### src/rtl/seven_seg_scan.sv
// Time-multiplexed driver for an N-digit common-anode seven-segment display.
// Display data is double-buffered: a load strobe fills a pending buffer, which
// is committed to the active buffer only at the end of a frame so a frame never
// shows a mix of old and new values. All pin outputs are active-low and registered.
module seven_seg_scan #(
   parameter int NUM_DIGITS  = 4,
   parameter int REFRESH_DIV = 100000,
   parameter int GUARD       = 16
) (
   input  logic                    clk,
   input  logic                    reset,
   input  logic [4*NUM_DIGITS-1:0] digits_in,
   input  logic [NUM_DIGITS-1:0]   dp_in,
   input  logic [NUM_DIGITS-1:0]   blank_in,
   input  logic                    lz_blank,
   input  logic                    load,
   output logic                    pending,
   output logic                    frame_done,
   output logic [NUM_DIGITS-1:0]   anode,
   output logic [6:0]              display,
   output logic                    dp
);

   localparam int CNT_W = (REFRESH_DIV > 1) ? $clog2(REFRESH_DIV) : 1;
   localparam int IDX_W = (NUM_DIGITS > 1) ? $clog2(NUM_DIGITS) : 1;

   localparam logic [CNT_W-1:0] LAST_SLOT = CNT_W'(REFRESH_DIV - 1);
   localparam logic [CNT_W-1:0] GUARD_CNT = CNT_W'(GUARD);
   localparam logic [IDX_W-1:0] LAST_IDX  = IDX_W'(NUM_DIGITS - 1);
   localparam logic [6:0]       SEG_OFF   = 7'b1111111;

   // Everything needed to draw one frame.
   typedef struct packed {
      logic [4*NUM_DIGITS-1:0] digits;
      logic [NUM_DIGITS-1:0]   dp;
      logic [NUM_DIGITS-1:0]   blank;
      logic                    lz;
   } frame_t;

   localparam frame_t ACTIVE_RESET = '{digits: '0, dp: '0, blank: '1, lz: 1'b0};

   // Segment pattern {g,f,e,d,c,b,a}, active-low.
   function automatic logic [6:0] hex_glyph(input logic [3:0] value);
      case (value)
         4'h0:    hex_glyph = 7'b1000000;
         4'h1:    hex_glyph = 7'b1111001;
         4'h2:    hex_glyph = 7'b0100100;
         4'h3:    hex_glyph = 7'b0110000;
         4'h4:    hex_glyph = 7'b0011001;
         4'h5:    hex_glyph = 7'b0010010;
         4'h6:    hex_glyph = 7'b0000010;
         4'h7:    hex_glyph = 7'b1111000;
         4'h8:    hex_glyph = 7'b0000000;
         4'h9:    hex_glyph = 7'b0010000;
         4'hA:    hex_glyph = 7'b0001000;
         4'hB:    hex_glyph = 7'b0000011;
         4'hC:    hex_glyph = 7'b1000110;
         4'hD:    hex_glyph = 7'b0100001;
         4'hE:    hex_glyph = 7'b0000110;
         default: hex_glyph = 7'b0001110;
      endcase
   endfunction

   logic [CNT_W-1:0]      slot_cnt;
   logic [IDX_W-1:0]      digit_idx;
   logic                  slot_last;
   logic                  commit;
   frame_t                pend_buf;
   frame_t                act_buf;
   frame_t                in_frame;
   logic                  lz_chain;
   logic [NUM_DIGITS-1:0] lz_dark;
   logic [3:0]            cur_val;
   logic                  cur_dark;
   logic                  cur_dp;
   logic                  visible;
   logic [NUM_DIGITS-1:0] anode_next;

   assign slot_last = (slot_cnt == LAST_SLOT);
   assign commit    = slot_last && (digit_idx == LAST_IDX) && pending;
   assign in_frame  = '{digits: digits_in, dp: dp_in, blank: blank_in, lz: lz_blank};

   // Slot counter and digit index: the scan position.
   always_ff @(posedge clk) begin
      // NOTE: sequential state uses non-blocking assignments so every register
      // samples pre-edge values regardless of statement order.
      if (reset) begin
         slot_cnt  <= '0;
         digit_idx <= '0;
      end else if (slot_last) begin
         slot_cnt  <= '0;
         digit_idx <= (digit_idx == LAST_IDX) ? '0 : digit_idx + IDX_W'(1);
      end else begin
         slot_cnt  <= slot_cnt + CNT_W'(1);
      end
   end

   // Pending/active double buffer with commit at the last cycle of each frame.
   always_ff @(posedge clk) begin
      // NOTE: both buffers are reset; the active one comes up fully blanked so
      // the display stays dark until the first commit.
      if (reset) begin
         pend_buf   <= '0;
         act_buf    <= ACTIVE_RESET;
         pending    <= 1'b0;
         frame_done <= 1'b0;
      end else begin
         frame_done <= commit;
         if (commit) begin
            act_buf <= pend_buf;
         end
         if (load) begin
            pend_buf <= in_frame;
            pending  <= 1'b1;
         end else if (commit) begin
            pending  <= 1'b0;
         end
      end
   end

   // Blanking and visibility of the digit currently being scanned.
   always_comb begin
      // NOTE: every variable gets a default first so no path infers a latch.
      lz_chain   = act_buf.lz;
      lz_dark    = '0;
      cur_val    = 4'h0;
      cur_dark   = 1'b1;
      cur_dp     = 1'b0;
      anode_next = '1;
      // Leading-zero blanking runs from the leftmost digit down and stops at the
      // first nonzero digit or lit decimal point; digit 0 is never LZ-blanked.
      for (int i = NUM_DIGITS - 1; i >= 1; i--) begin
         lz_chain   = lz_chain && (act_buf.digits[4*i +: 4] == 4'h0) && !act_buf.dp[i];
         lz_dark[i] = lz_chain;
      end
      for (int i = 0; i < NUM_DIGITS; i++) begin
         if (digit_idx == IDX_W'(i)) begin
            cur_val  = act_buf.digits[4*i +: 4];
            cur_dark = act_buf.blank[i] | lz_dark[i];
            cur_dp   = act_buf.dp[i];
         end
      end
      visible = (slot_cnt >= GUARD_CNT) && !cur_dark;
      for (int i = 0; i < NUM_DIGITS; i++) begin
         anode_next[i] = !(visible && (digit_idx == IDX_W'(i)));
      end
   end

   // Registered pin drivers, one cycle behind the scan position.
   always_ff @(posedge clk) begin
      if (reset) begin
         anode   <= '1;
         display <= SEG_OFF;
         dp      <= 1'b1;
      end else begin
         anode   <= anode_next;
         display <= visible ? hex_glyph(cur_val) : SEG_OFF;
         dp      <= !(visible && cur_dp);
      end
   end

endmodule

### config.mk
export PLATFORM = sky130hd
export DESIGN_NAME = seven_seg_scan
export DESIGN_NICKNAME = d
export VERILOG_FILES = /design/src/rtl/seven_seg_scan.sv
export SDC_FILE = /design/constraint.sdc
export NUM_CORES = 1
export LEC_CHECK = 0
export ABC_CLOCK_PERIOD_IN_PS = 4090
export CAP_MARGIN = 20
export CORE_AREA = 5 5 85 87
export DETAILED_ROUTE_END_ITERATION = 8
export DIE_AREA = 0 0 90 92
export HOLD_SLACK_MARGIN = 0.12
export PLACE_DENSITY = 0.93
export SYNTH_ARGS = -nofsm -noshare
export SYNTH_HDL_FRONTEND = slang
export SYNTH_SLANG_ARGS = --single-unit
### constraint.sdc
create_clock -name clk -period 4.09 [get_ports clk]
set_input_delay 1.0225 -clock clk [delete_from_list [all_inputs] [get_ports clk]]
set_output_delay 1.0225 -clock clk [all_outputs]
set_load 0.05 [all_outputs]
# Yosys cells after proc, flatten, opt, wreduce, memory -nomap -nowiden
# Memory sizes are Yosys's and may differ from the RTL's. A register that Yosys moved wholly into a read port is not among the register bits.
# Index checks and enable logic that the tools add are counted.
[totals]
input_bits = 28
elab_cells = 71
n_memories = 1
out_inout_bits = 14
ff_bits = 76
romBits = 112
[memory_table]
columns = ["name", "depth", "width", "read_ports", "rd_ports_with_merged_regs", "write_ports", "line_no", "rtl"]
rows = [
  ["(no name shown)", 16, 7, 1, 1, 0, "44", "case (value)"],
]
[classes]
mux = 15
reduce_logical = 30
n_eq_ne = 4
n_addsub = 2
bitwise = 4
magnitude_cmp = 1
[op_table]
columns = ["operator", "count"]
rows = [
  ["$add 17x1->17 const B", 1],
  ["$eq 17x17->1 const B", 1],
  ["$ge 17x5->1 const B", 1],
  ["$mux 4", 4],
  ["$logic_and 1x1->1", 14],
  ["$logic_not 4->1", 3],
  ["$mux 1", 10],
  ["$logic_not 1->1", 9],
  ["$eq 2x2->1 const B", 2],
  ["$reduce_or 2->1", 2],
  ["$or 1x1->1", 3],
  ["$add 2x1->2 const B", 1],
  ["$eq 2x1->1 const B", 1],
  ["$logic_not 2->1", 1],
  ["$mux 2", 1],
  ["$reduce_bool 2->1", 1],
  ["$not 1->1", 1],
]

# Longest topological paths before layout
# Gate-level depths: netlist of the first run.
[depth]
depth_word = 15
depth_mapped = 11
mapped_depth_nobuf = 10

# Least setup slack after synthesis of the first run
# OpenSTA, ideal clock, no wires.
[synth_path]
kind = "register -> register"
from = "register digit_idx[0]"
to = "register display[5]"
path_slack_ps = 1776
path_buffers = 1
synth_period_minus_slack_ps = 2314
stages_incl_launch_ff = 10
arrival_ps = 2172
t_required_ps = 3949
setup_time_ps = 141
cell_sequence = "dfxtp_1 > inv_1 > ha_1 > clkbuf_2 > inv_1 > o311ai_0 > inv_1 > ha_1 > o21ai_0 > o221ai_1"
[synth_between]
elab_chain_len = 9
elab_cells_between_ends = 16
cone_classes = "3 x eq/ne; 8 x mux; 1 x bitwise; 4 x reduce/logical"
[synth_rtl]
columns = ["item", "line_no", "rtl"]
rows = [
  ["start: declaration", "65", "logic [IDX_W-1:0] digit_idx;"],
  ["start signal: assignment", "92", "digit_idx <= (digit_idx == LAST_IDX) ? '0 : digit_idx + IDX_W'(1);"],
  ["$logic_not 2->1", "137", "if (digit_idx == IDX_W'(i)) begin"],
  ["$mux 1 (4 in series)", "137", ""],
  ["$logic_not 1->1", "143", "visible = (slot_cnt >= GUARD_CNT) && !cur_dark;"],
  ["$logic_and 1x1->1", "143", ""],
  ["$not 1->1 (no source line)", "n/a", ""],
  ["$reduce_or 2->1 (no source line)", "n/a", ""],
  ["end: declaration", "20", "output logic [6:0] display,"],
]
# Several ways; a longest one is shown, not always the timed one.
# A chain may end at the register's enable or synchronous reset.

# Worst setup path after layout of the first run
# Same ends and word-level chain as after synthesis.

==> results of run 1 <==
==> metal layers <==
layer | track usage [%] | vias up | share of wire [%]
met3 | 4.17 | 20 | 4.8
met1 | 22.4 | 1325 | 44
met4 | 10.2 | 0 | 2.7
met2 | 31.0 | 83 | 48
li1 | - | 1410 | -
met5 | 0 | - | 0
==> critical path: cells and delay by family (launching register included) <==
kind            cells  cell delay, ns
compound gates      3            1.19
fa+ha+maj           2            0.66
buf+inv             3            0.49
flops               1            0.35
==> Yosys cell counts, types with 5 or more instances <==
cell,instances
a21oi_1,11
a21oi_2,16
buf_2,7
clkbuf_1,7
dfxtp_1,83
ha_1,12
inv_1,11
mux2i_1,27
nand2_1,63
nand2_2,17
nand3_1,10
nand3b_1,7
nor2_1,58
nor3_1,5
o211ai_1,7
xnor2_1,6
xor2_1,10
==> per-stage QoR <==
stage	hold WS, ns	instance area (sq um)	std cells
final	0.454	4270	519
after global routing	0.470	4270	519
after CTS	0.462	4270	519
after detailed placement	0.453	4040	503
after global placement	0.444	4040	503
after floorplan	0.432	3670	405
==> cells by family (layout without fill, tap and decap cells) <==
group	count (synthesis)	in the layout	synth area share, %
buffers and inverters	33	70	4.95
adder cells (fa/ha/maj)	12	12	4.10
AO/OA/AOI/OAI	51	51	10.7
flip-flops	83	83	45.3
XOR/XNOR	16	16	3.82
AND/OR/NAND/NOR	183	183	23.7
multiplexers	27	27	7.37
==> power breakdown <==
group | internal (W) | switching [W]
clock network | 0.000360 | 0.000299
logic | 0.0000431 | 0.0000360
registers | 0.000825 | 0.0000130
total | 0.00123 | 0.000348
==> cell type report <==
| type | count | share of cell area (%) |
|---|---|---|
| multi-input cells | 289 | 42.7 |
| clock inverters | 6 | 2.08 |
| well taps | 77 | 2.26 |
| flip-flops and latches | 83 | 38.9 |
| inverters | 11 | 0.967 |
| clock buffers | 10 | 3.22 |
| repair buffers | 43 | 9.85 |
==> state kept, by name, indices dropped and copies added, names as in the netlist <==
signal      count
frame_done      1
display         7
pend_buf       25
dp              1
pending         1
act_buf        25
anode           4
digit_idx       2
slot_cnt       17
==> cells in the final DEF (no fill, tap or decap), types with 2 or more instances in the layout <==
cell / instances
mux2i_1: 27
o211ai_1: 7
or4_1: 2
clkinvlp_4: 2
ha_1: 12
dfxtp_1: 83
a21oi_1: 11
nand3_1: 10
xnor2_1: 6
nor3_1: 5
buf_4: 2
bufinv_16: 2
nand2b_1: 3
and3_1: 3
xor2_1: 10
nor4_1: 2
clkdlybuf4s50_1: 40
nor2b_1: 3
nand3b_1: 7
nand2_1: 63
o31ai_1: 2
a21oi_2: 16
o221ai_1: 3
o21ai_0: 3
nor2_1: 58
nand2_2: 17
clkbuf_8: 10
inv_1: 11
==> path summary, 6_finish.rpt <==
path / start / end / cells past startpoint
max reg2reg: digit_idx[0] / display[5] / 8
min: pend_buf[14] / act_buf[14] / 2
min reg2reg: pend_buf[14] / act_buf[14] / 2
max: digit_idx[0] / display[5] / 8
==> results.json, run 1 <==
{
  "dieWidth_microns": 90,
  "ctsResizeCount": 0,
  "fill_cells": 479,
  "grt_overflow": 0,
  "min_path_type": "flop to flop",
  "mappedNetlistArea_sq_um": 3670,
  "worstSkewPairLatency_ns": 0.35,
  "ys_seq_elements": 83,
  "max-vdd-ir-drop_mv": 0.272,
  "cts_buffers": 9,
  "fmax_mhz": 355,
  "hold_viol": 0,
  "crit_fanout": 8,
  "synth_area_per_cell_sq_um": 9.05,
  "via_count": 2838,
  "required_ns": 4.31,
  "drv_cap": 0,
  "grt_max_degree": 54,
  "cts.sinks": 83,
  "syn_to_final_growth_pct": 16.5,
  "via_per_inst": 5.47,
  "cp_cell_sequence": "inv_1, ha_1, inv_1, o311ai_0, inv_1, ha_1, o21ai_0, o221ai_1",
  "drt_wl_total_microns": 7550,
  "synth-edff-count": 0,
  "async_flop_share_pct": 0,
  "finalSetupViolCount": 0,
  "cts_tree": "yes",
  "worst_path_max_delay_cell": "o311ai_0",
  "drt_iter0_markers": 196,
  "synthTopCellsByArea": "dfxtp_1, mux2i_1, nand2_1",
  "synth_top_area_share_pct": 45.3,
  "grt_pass1_wl_microns": 12700,
  "grt_use_total_pct": 18.6,
  "initial_core_util_pct": 58.4,
  "critPathCaptureType": "flop",
  "dpl.hpwl_microns": 5200,
  "path_common_cell": "inv_1",
  "pre_cts_ws_ns": 1.32,
  "ant_nets": 0,
  "cts_root_buffer": "clkbuf_8",
  "hold_buffers": 0,
  "setup_ws_ns": 1.28,
  "start_kind": "flop",
  "slowest_delay_ns": 0.81,
  "antenna_cells": 0,
  "io_buffers": 41,
  "drc": 0,
  "layout.nets": 477,
  "max_slew_margin_pct": 30.4,
  "yosysSeqAreaShare_pct": 45.3,
  "seq_area_sq_um": 1660,
  "yosysTopAreaCell": "dfxtp_1",
  "fin_setup_tns_ns": 0,
  "rows": 29,
  "min_period_ns": 2.81,
  "synthDistinctLibCells": 49,
  "reg2reg_slack_ns": 1.28,
  "antenna_found_initial": 0,
  "multi_input_area_sq_um": 1820,
  "design.core.area_sq_um": 6280,
  "die_area_sq_um": 8280,
  "ctsHtreeMaxLevel": 3,
  "cts_buffer_depth": 2,
  "cts_setup_buffers": 0,
  "grt_setup_unrepaired": "no",
  "post_route_cells_drive_above_1_share_pct": 13.8,
  "finalCritPeriodShare_pct": 68.8,
  "syn_inst": 405,
  "place.gp.congestion": 0.888,
  "ios": 42,
  "run_status": "finished clean",
  "final_max_slew_viol_count": 0,
  "wire_per_inst_microns": 14.5,
  "p_per_area_nw_per_um2": 369,
  "p_leak_nw": 1.63,
  "syn-num-nets": 445,
  "synth-main-ff-cell": "dfxtp_1",
  "firstDrtPassIters": 4,
  "worstMarginPinSlew_ns": 1.04,
  "path_class": "flop to flop",
  "grt_pass1_vias": 2794,
  "fin_worst_skew_ns": 0.00724,
  "fin_total_pwr_w": 0.00158,
  "post-route-util_pct": 68.0,
  "die_y_microns": 92,
  "clk_pin_slew_worst_paths_ns": 0.08,
  "ys.warnings.count": 0,
  "cp.arrival_ns": 3.03
}
Note: power is estimated with default switching activity, not from simulation.
==> run 2, diff against run 1 <==
==> config.mk (replaced) <==
export PLATFORM = sky130hd
export DESIGN_NAME = seven_seg_scan
export DESIGN_NICKNAME = d
export VERILOG_FILES = /design/src/rtl/seven_seg_scan.sv
export SDC_FILE = /design/constraint.sdc
export NUM_CORES = 1
export LEC_CHECK = 0
export ABC_CLOCK_PERIOD_IN_PS = 2500
export CAP_MARGIN = 20
export CORE_AREA = 5 5 92 94
export DETAILED_ROUTE_END_ITERATION = 8
export DIE_AREA = 0 0 97 99
export HOLD_SLACK_MARGIN = 0.12
export PLACE_DENSITY = 0.85
export SYNTH_ARGS = -nofsm -noshare
export SYNTH_HDL_FRONTEND = slang
export SYNTH_SLANG_ARGS = --single-unit
==> constraint.sdc (replaced) <==
create_clock -name clk -period 2.5 [get_ports clk]
set_input_delay 0.625 -clock clk [delete_from_list [all_inputs] [get_ports clk]]
set_output_delay 0.625 -clock clk [all_outputs]
set_load 0.05 [all_outputs]
==> results.json, run 2 (synthesized netlist as in run 1, its figures left out) <==
{
  "run_status": "finished clean",
  "finalCritPeriodShare_pct": 92.1,
  "hold_viol": 0,
  "antenna_found_initial": 0,
  "final_max_slew_viol_count": 0,
  "grt_use_total_pct": 15.5,
  "start_kind": "flop",
  "cp.arrival_ns": 2.53,
  "dieWidth_microns": 97,
  "syn_to_final_growth_pct": 20.2,
  "design.core.area_sq_um": 7570,
  "reg2reg_slack_ns": 0.20,
  "ant_nets": 0,
  "firstDrtPassIters": 4,
  "min_to": "act_buf[23]",
  "grt_overflow": 0,
  "io_buffers": 41,
  "cts_buffer_depth": 2,
  "drt_iter0_markers": 202,
  "r2r_start": "digit_idx[0]",
  "worstMarginPinSlew_ns": 1.05,
  "worst_path_max_delay_cell": "o311ai_2",
  "fmax_mhz": 434,
  "initial_core_util_pct": 48.4,
  "grt_max_degree": 31,
  "via_count": 2804,
  "min_period_ns": 2.30,
  "place.gp.congestion": 0.890,
  "fin_worst_skew_ns": 0.00417,
  "post-route-util_pct": 58.2,
  "die_y_microns": 99,
  "mostFrequentLayoutCell": "dfxtp_1",
  "p_leak_nw": 1.69,
  "max-vdd-ir-drop_mv": 0.409,
  "via_per_inst": 5.09,
  "r2r_cells": 6,
  "path_common_cell": "nand2_1",
  "clk_pin_slew_worst_paths_ns": 0.08,
  "cts_root_buffer": "clkbuf_8",
  "cts_buffers": 9,
  "cts.sinks": 83,
  "max_slew_margin_pct": 30.0,
  "hold_depth": 2,
  "rows": 32,
  "worstSkewPairLatency_ns": 0.34,
  "critPathCaptureType": "flop",
  "drc": 0,
  "path_class": "flop to flop",
  "layout.nets": 485,
  "cts_tree": "yes",
  "grt_pass1_wl_microns": 12400,
  "wire_per_inst_microns": 13.1,
  "antenna_cells": 0,
  "die_area_sq_um": 9600,
  "dpl.hpwl_microns": 5200,
  "drt_wl_total_microns": 7190,
  "drv_cap": 0,
  "layout_common_cells": "dfxtp_1, nand2_1, nor2_1, clkdlybuf4s50_1, mux2i_1",
  "ctsHtreeMaxLevel": 3,
  "timing.rr.end": "display[0]",
  "min_path_type": "flop to flop",
  "grt_setup_unrepaired": "no",
  "hold_path_startpoint": "pend_buf[23]",
  "post_route_cells_drive_above_1_share_pct": 15.6,
  "required_ns": 2.73,
  "grt_pass1_vias": 2722,
  "fin_setup_tns_ns": 0,
  "slowest_delay_ns": 0.89,
  "cp_cell_sequence": "ha_1, buf_4, o311ai_2, nand2_1, o221ai_1, nand2_1",
  "p_per_area_nw_per_um2": 622,
  "hold_buffers": 0,
  "reg_top3": "act_buf (25), pend_buf (25), slot_cnt (17)",
  "finalSetupViolCount": 0,
  "crit_fanout": 15,
  "ios": 42
}
## run 2: through the flow
stage / total power (W) / worst slack [ns] / area (sq um) / std cells / hold WS, ns
after global routing: 0.00283 / 0.0669 / 4410 / 551 / 0.469
after floorplan: 0.00147 / 0.186 / 3670 / 405 / 0.432
after CTS: 0.00276 / 0.0238 / 4390 / 550 / 0.465
after detailed placement: 0.00153 / 0.0544 / 4130 / 535 / 0.453
final: 0.00274 / 0.197 / 4410 / 551 / 0.462
after global placement: 0.00153 / 0.264 / 4130 / 535 / 0.444
## run 2: worst max path at each step
| stage | start | to | cells after the start |
|---|---|---|---|
| 2_1_floorplan | digit_idx[0] | display[5] | 9 |
| 3_3_place_gp | digit_idx[0] | display[5] | 8 |
| 3_5_place_dp | digit_idx[0] | display[5] | 8 |
| 4_1_cts | digit_idx[0] | display[5] | 8 |
| 5_1_grt | digit_idx[0] | display[5] | 10 |
| 6_report | digit_idx[0] | display[0] | 6 |
## run 2: layer usage
layer / GRT usage (%) / vias to the layer above / part of all wire, %
li1: - / 1432 / -
met1: 19.3 / 1294 / 45
met2: 26.3 / 69 / 49
met3: 2.76 / 9 / 4.8
met4: 7.02 / 0 / 1.5
met5: 0 / - / 0
## run 2: power by group
part / leakage (nW) / internal, W / switching, W
combinational: 0.884 / 0.0000715 / 0.0000585
sequential: 0.675 / 0.00135 / 0.0000212
clock: 0.132 / 0.000785 / 0.000455
total: 1.69 / 0.00221 / 0.000535
## run 2: worst max-delay path: cells and delay by family, from the launching register on
kind                     cells  cell delay (ns)
AO/OA/AOI/OAI                2             1.15
flip-flops                   1             0.35
AND/OR/NAND/NOR              2             0.27
adder cells (fa/ha/maj)      1             0.24
buffers and inverters        1             0.17
## run 2: final cells by class
| class | instances | area [sq um] |
|---|---|---|
| Inverter | 11 | 41.3 |
| Multi-Input combinational cell | 289 | 1830 |
| Sequential cell | 83 | 1660 |
| Clock inverter | 5 | 125 |
| Tap cell | 102 | 128 |
| Fill cell | 639 | 3160 |
| Clock buffer | 10 | 138 |
| Timing Repair Buffer | 51 | 480 |
## run 2: timing repair
action | CTS | global route
setup buffers | 0 | 1
resized for setup | 0 | 3
setup endpoints to repair | 0 | 6
